`config.mk`:
```
export PLATFORM = sky130hd
export DESIGN_NAME = otter_mem_load_unit
export DESIGN_NICKNAME = d
export VERILOG_FILES = /design/src/rtl/otter_mem_load_unit.sv
export SDC_FILE = /design/constraint.sdc
export NUM_CORES = 1
export LEC_CHECK = 0
export CORE_UTILIZATION = 49
export CTS_BUF_LIST = sky130_fd_sc_hd__clkbuf_8
export DETAILED_ROUTE_END_ITERATION = 10
export HOLD_SLACK_MARGIN = 0.02
export PLACE_DENSITY = 0.88
export SYNTH_ARGS = -nofsm -noshare
export SYNTH_HDL_FRONTEND = slang
export SYNTH_SLANG_ARGS = --single-unit
```
`constraint.sdc`:
```
create_clock -name CLK -period 5.6 [get_ports CLK]
set_input_delay 0.84 -clock CLK [delete_from_list [all_inputs] [get_ports CLK]]
set_output_delay 0.84 -clock CLK [all_outputs]
set_load 0.005 [all_outputs]
```
`src/rtl/otter_mem_load_unit.sv`:
```
// Multi-cycle data-memory access unit: issues byte/half/word loads and stores
// on a req/ack bus, stalls the core while a transaction is outstanding and
// returns an aligned, sign- or zero-extended load result for write-back.
module otter_mem_load_unit #(
    parameter int unsigned TIMEOUT = 16   // max REQ cycles waiting for ack; 0 disables
) (
    input  logic        CLK,
    input  logic        RST_N,
    input  logic        mem_rden,
    input  logic        mem_we,
    input  logic [31:0] addr,
    input  logic [31:0] wdata,
    input  logic [1:0]  size,
    input  logic        sign_n,
    output logic        stall,
    output logic        done,
    output logic        err_illegal,
    output logic        err_timeout,
    output logic [31:0] DOUT2,
    output logic        bus_req,
    output logic        bus_we,
    output logic [31:0] bus_addr,
    output logic [3:0]  bus_be,
    output logic [31:0] bus_wdata,
    input  logic        bus_ack,
    input  logic [31:0] bus_rdata
);

    typedef enum logic [1:0] {
        IDLE = 2'd0,
        REQ  = 2'd1,
        DONE = 2'd2
    } state_t;

    localparam logic [1:0] SZ_BYTE = 2'b00;
    localparam logic [1:0] SZ_HALF = 2'b01;
    localparam logic [1:0] SZ_WORD = 2'b10;

    // Counter only needs to reach TIMEOUT-1: the last REQ cycle is detected
    // while the counter holds that value.
    localparam int unsigned CNT_W = (TIMEOUT < 2) ? 1 : $clog2(TIMEOUT);
    localparam int unsigned LAST  = (TIMEOUT == 0) ? 0 : TIMEOUT - 1;

    state_t             state;
    state_t             state_next;
    logic [CNT_W-1:0]   cnt;
    logic [1:0]         off_q;
    logic [1:0]         size_q;
    logic               sign_n_q;
    logic               err_illegal_q;
    logic               err_timeout_q;

    logic               start;
    logic               illegal;
    logic               timeout_hit;
    logic [3:0]         be_next;
    logic [31:0]        wdata_next;
    logic [31:0]        sh;
    logic [31:0]        load_val;

    assign start       = mem_rden | mem_we;
    assign illegal     = (mem_rden & mem_we)
                       | (size == 2'b11)
                       | ((size == SZ_HALF) & addr[0])
                       | ((size == SZ_WORD) & (addr[1:0] != 2'b00));
    assign timeout_hit = (TIMEOUT != 0) && (cnt == CNT_W'(LAST));

    assign bus_req     = (state == REQ);
    assign done        = (state == DONE);
    assign err_illegal = err_illegal_q;
    assign err_timeout = err_timeout_q;

    // Byte enables and lane-replicated store data for the incoming request.
    always_comb begin
        // NOTE: every output of a combinational block gets a default first so no latch is inferred.
        be_next    = 4'b1111;
        wdata_next = wdata;
        case (size)
            SZ_BYTE: begin
                be_next    = 4'b0001 << addr[1:0];
                wdata_next = {4{wdata[7:0]}};
            end
            SZ_HALF: begin
                be_next    = 4'b0011 << addr[1:0];
                wdata_next = {2{wdata[15:0]}};
            end
            default: ;
        endcase
    end

    // Align the returned word to the latched offset and extend to 32 bits.
    always_comb begin
        sh       = bus_rdata >> {off_q, 3'b000};
        load_val = bus_rdata;
        case (size_q)
            SZ_BYTE: load_val = {{24{sh[7] & ~sign_n_q}}, sh[7:0]};
            SZ_HALF: load_val = {{16{sh[15] & ~sign_n_q}}, sh[15:0]};
            default: ;
        endcase
    end

    // State register.
    always_ff @(posedge CLK or negedge RST_N) begin
        if (!RST_N) begin
            state <= IDLE;
        end else begin
            // NOTE: sequential state uses non-blocking assignments so all flops update together.
            state <= state_next;
        end
    end

    // Next-state decode and stall generation.
    always_comb begin
        state_next = state;
        stall      = 1'b0;
        case (state)
            IDLE: begin
                stall = start;
                if (start) begin
                    state_next = illegal ? DONE : REQ;
                end
            end
            REQ: begin
                stall = 1'b1;
                if (bus_ack || timeout_hit) begin
                    state_next = DONE;
                end
            end
            DONE:    state_next = IDLE;
            default: state_next = IDLE;
        endcase
    end

    // Bus fields, latched request attributes, timeout counter, load result and error flags.
    always_ff @(posedge CLK or negedge RST_N) begin
        if (!RST_N) begin
            bus_we        <= 1'b0;
            bus_addr      <= '0;
            bus_be        <= '0;
            bus_wdata     <= '0;
            off_q         <= '0;
            size_q        <= '0;
            sign_n_q      <= 1'b0;
            cnt           <= '0;
            DOUT2         <= '0;
            err_illegal_q <= 1'b0;
            err_timeout_q <= 1'b0;
        end else begin
            // Error flags are set only on the edge entering DONE, so they last one cycle.
            err_illegal_q <= (state == IDLE) && start && illegal;
            err_timeout_q <= (state == REQ) && !bus_ack && timeout_hit;
            case (state)
                IDLE: begin
                    if (start && !illegal) begin
                        bus_we    <= mem_we;
                        bus_addr  <= {addr[31:2], 2'b00};
                        bus_be    <= be_next;
                        bus_wdata <= wdata_next;
                        off_q     <= addr[1:0];
                        size_q    <= size;
                        sign_n_q  <= sign_n;
                        cnt       <= '0;
                    end else if (start && mem_rden) begin
                        DOUT2 <= '0;
                    end
                end
                REQ: begin
                    if (bus_ack) begin
                        if (!bus_we) begin
                            DOUT2 <= load_val;
                        end
                        bus_we <= 1'b0;
                        cnt    <= '0;
                    end else if (timeout_hit) begin
                        if (!bus_we) begin
                            DOUT2 <= '0;
                        end
                        bus_we <= 1'b0;
                        cnt    <= '0;
                    end else begin
                        cnt <= cnt + CNT_W'(1);
                    end
                end
                default: ;
            endcase
        end
    end

endmodule

```
==> out/metrics.cfg <==
[die]
row_count = 38
start_util = 0.503
die_y_um = 107
pin_count = 210
coreArea_mm2 = 0.0108
die_w_um = 107
dieArea_mm2 = 0.0115

[placed_design]
dp_cells = 805
port_buffers = 207
dp_hpwl_mm = 10.9
place_congestion = 0.913

[setup_path]
path_cells = clkdlybuf4s50_1 > buf_4 > o21ai_1 > nand4_1 > buf_12 > mux2_2
slowest_delay_ns = 0.86
startpoint_type = input port
cp.required_ns = 5.86
critPathSlowestCell = nand4_1
cp.arrival_ns = 3.58
ff2ff_setup_slack_ns = 2.56
crit_path_end_kind = register
path_class = in2reg
worst-path-max-fanout = 83

[clock_network]
insertion_delay_ns = 0.38
clk_pin_slew_ns = 0.10
htreeDepth = 3
clockBufferDepth = 2
cts_buffers = 9
post_cts_buffers = 0
cts_hold_buffers = 0
ctsResizeCount = 0
cts_tree = yes
clock-sinks = 112
clock-root-buffer = clkbuf_8

[synth]
ys_seq_area_frac = 0.514
synth_cell_types = 44
async_flop_share = 1.00
syn_avg_cell_area_um2 = 11.1
syn_inst = 493
synth-edff-count = 0
ys_ff_latch = 112
synth_area_mm2 = 0.00545
synth_flop_cell = dfrtp_1
ys_warn_count = 0

[pwr]
p_leak_nw = 3.31
ir_worst_vdd_mv = 0.310
power.density_mw_per_mm2 = 420

[sta]
maxSlewHeadroom = 0.302
tns_ns = 0
rsz0062_at_grt = no
fin_worst_skew_ns = 0.00653
fin_crit_ns = 3.32
setup_violations = 0
max_freq_mhz = 301
period_share = 0.593
hold_violations = 0
worst_slew_pin_slew_ns = 1.04
maxSlewViolCount = 0

[finish]
antenna_cells = 0
multi_input_comb_area_mm2 = 0.00238
nets = 781
area_delta_synth_final_pct = 42.1
drive_gt1_frac = 0.101
final_cells = 821
register_area_mm2 = 0.00280
final_util = 0.714
mostFrequentLayoutCell = clkdlybuf4s50_1
final_cell_mix = clkdlybuf4s50_1, dfrtp_1, mux2i_1
fillers = 755

[global_route]
grt_use_total = 0.270
first_global_vias = 4787
grt.overflow.total = 0
grt_pass1_wl_mm = 23.9
antenna_found_initial = 0
grt_max_degree = 84

[hold_path]
hold_path_class = reg2reg

[routing]
vias_per_cell = 5.70
drc = 0
ant_nets = 0
drtIter0Drc = 219
dr.pass1.iters = 6
routed_wl_mm = 15.2
routedWlPerCell_um = 18.5
vias = 4679

[run]
max_cap_viol_count = 0

[outcome]
outcome = finished clean

==> per-stage QoR <==
stage	setup slack [ns]	area, µm²	hold WS (ns)	power (mW)
5_1_grt	2.07	7740	0.504	3.46
2_1_floorplan	3.38	5450	0.458	1.97
6_report	2.28	7740	0.485	3.25
3_5_place_dp	1.91	7550	0.469	2.80
3_3_place_gp	2.05	7550	0.461	2.73
4_1_cts	2.33	7740	0.494	3.28
==> cell families (layout without fill, tap and decap cells) <==
group,count (synthesis),count (layout),synth area share
AOI/OAI and AO/OA,112,112,0.150
buffers and inverters,61,248,0.0514
muxes,91,91,0.177
xor gates and xnor gates,1,1,0.00161
DFF,112,112,0.514
and+or+nand+nor,113,113,0.101
other,1,2,0.000688
adders and majority gates,2,2,0.00413
==> cell usage after synthesis, types with 4 or more instances <==
master	instances	area, µm²
inv_1	20	75.1
o2111ai_1	8	70.1
o21ai_0	34	170
a2bb2oi_1	8	70.1
clkbuf_1	21	78.8
o211ai_1	8	60.1
nand3b_1	9	67.6
mux2_2	42	473
buf_2	10	50.1
a32o_1	16	160
o221ai_1	9	78.8
dfrtp_1	112	2800
buf_4	4	30.0
nor2_1	34	128
nor3_1	17	85.1
a21oi_1	13	65.1
nand2_1	34	128
mux2i_1	49	490
==> cell type report <==
cell class,instances,area share
sequential,112,0.362
multi-input combinational,321,0.307
timing repair buffer,212,0.274
tap,140,0.0226
clock buffer,12,0.0213
inverter,20,0.00969
clock inverter,4,0.00355
==> worst paths after layout <==
| path | start | end | cells after the start |
|---|---|---|---|
| max | size[1] | bus_wdata[1] | 6 |
| max reg2reg | state[1] | DOUT2[20] | 4 |
| min in group asynchronous | RST_N | DOUT2[16] | 1 |
| min reg2reg | bus_wdata[14] | bus_wdata[14] | 2 |
| max in group asynchronous | RST_N | bus_addr[29] | 2 |
| min | bus_wdata[14] | bus_wdata[14] | 2 |
==> report_power, final <==
part | switching (mW) | internal [mW] | leakage [nW] | total, mW
registers | 0.258 | 1.11 | 1.42 | 1.36
logic | 0.556 | 0.865 | 1.79 | 1.42
clock network | 0.271 | 0.199 | 0.0964 | 0.470
==> state kept, by name, indices dropped and copies added, names as in the netlist <==
signal and count:
bus_be 4, size_q 2, off_q 2, bus_we 1, bus_wdata 32, sign_n_q 1
cnt 4, err_illegal 1, err_timeout 1, DOUT2 32, bus_addr 30, state 2
==> layer usage <==
metal,share of wire,GRT usage
met4,0.028,0.111
met5,0,0
met3,0.092,0.0817
met2,0.50,0.461
met1,0.38,0.315
==> worst max-delay path: cells and delay by family <==
| family | cells | cell delay, ns |
|---|---|---|
| AND/OR/NAND/NOR | 1 | 0.86 |
| multiplexers | 1 | 0.33 |
| AO/OA/AOI/OAI | 1 | 0.30 |
| buffers and inverters | 3 | 1.19 |
(Power assumes the default switching activity.)
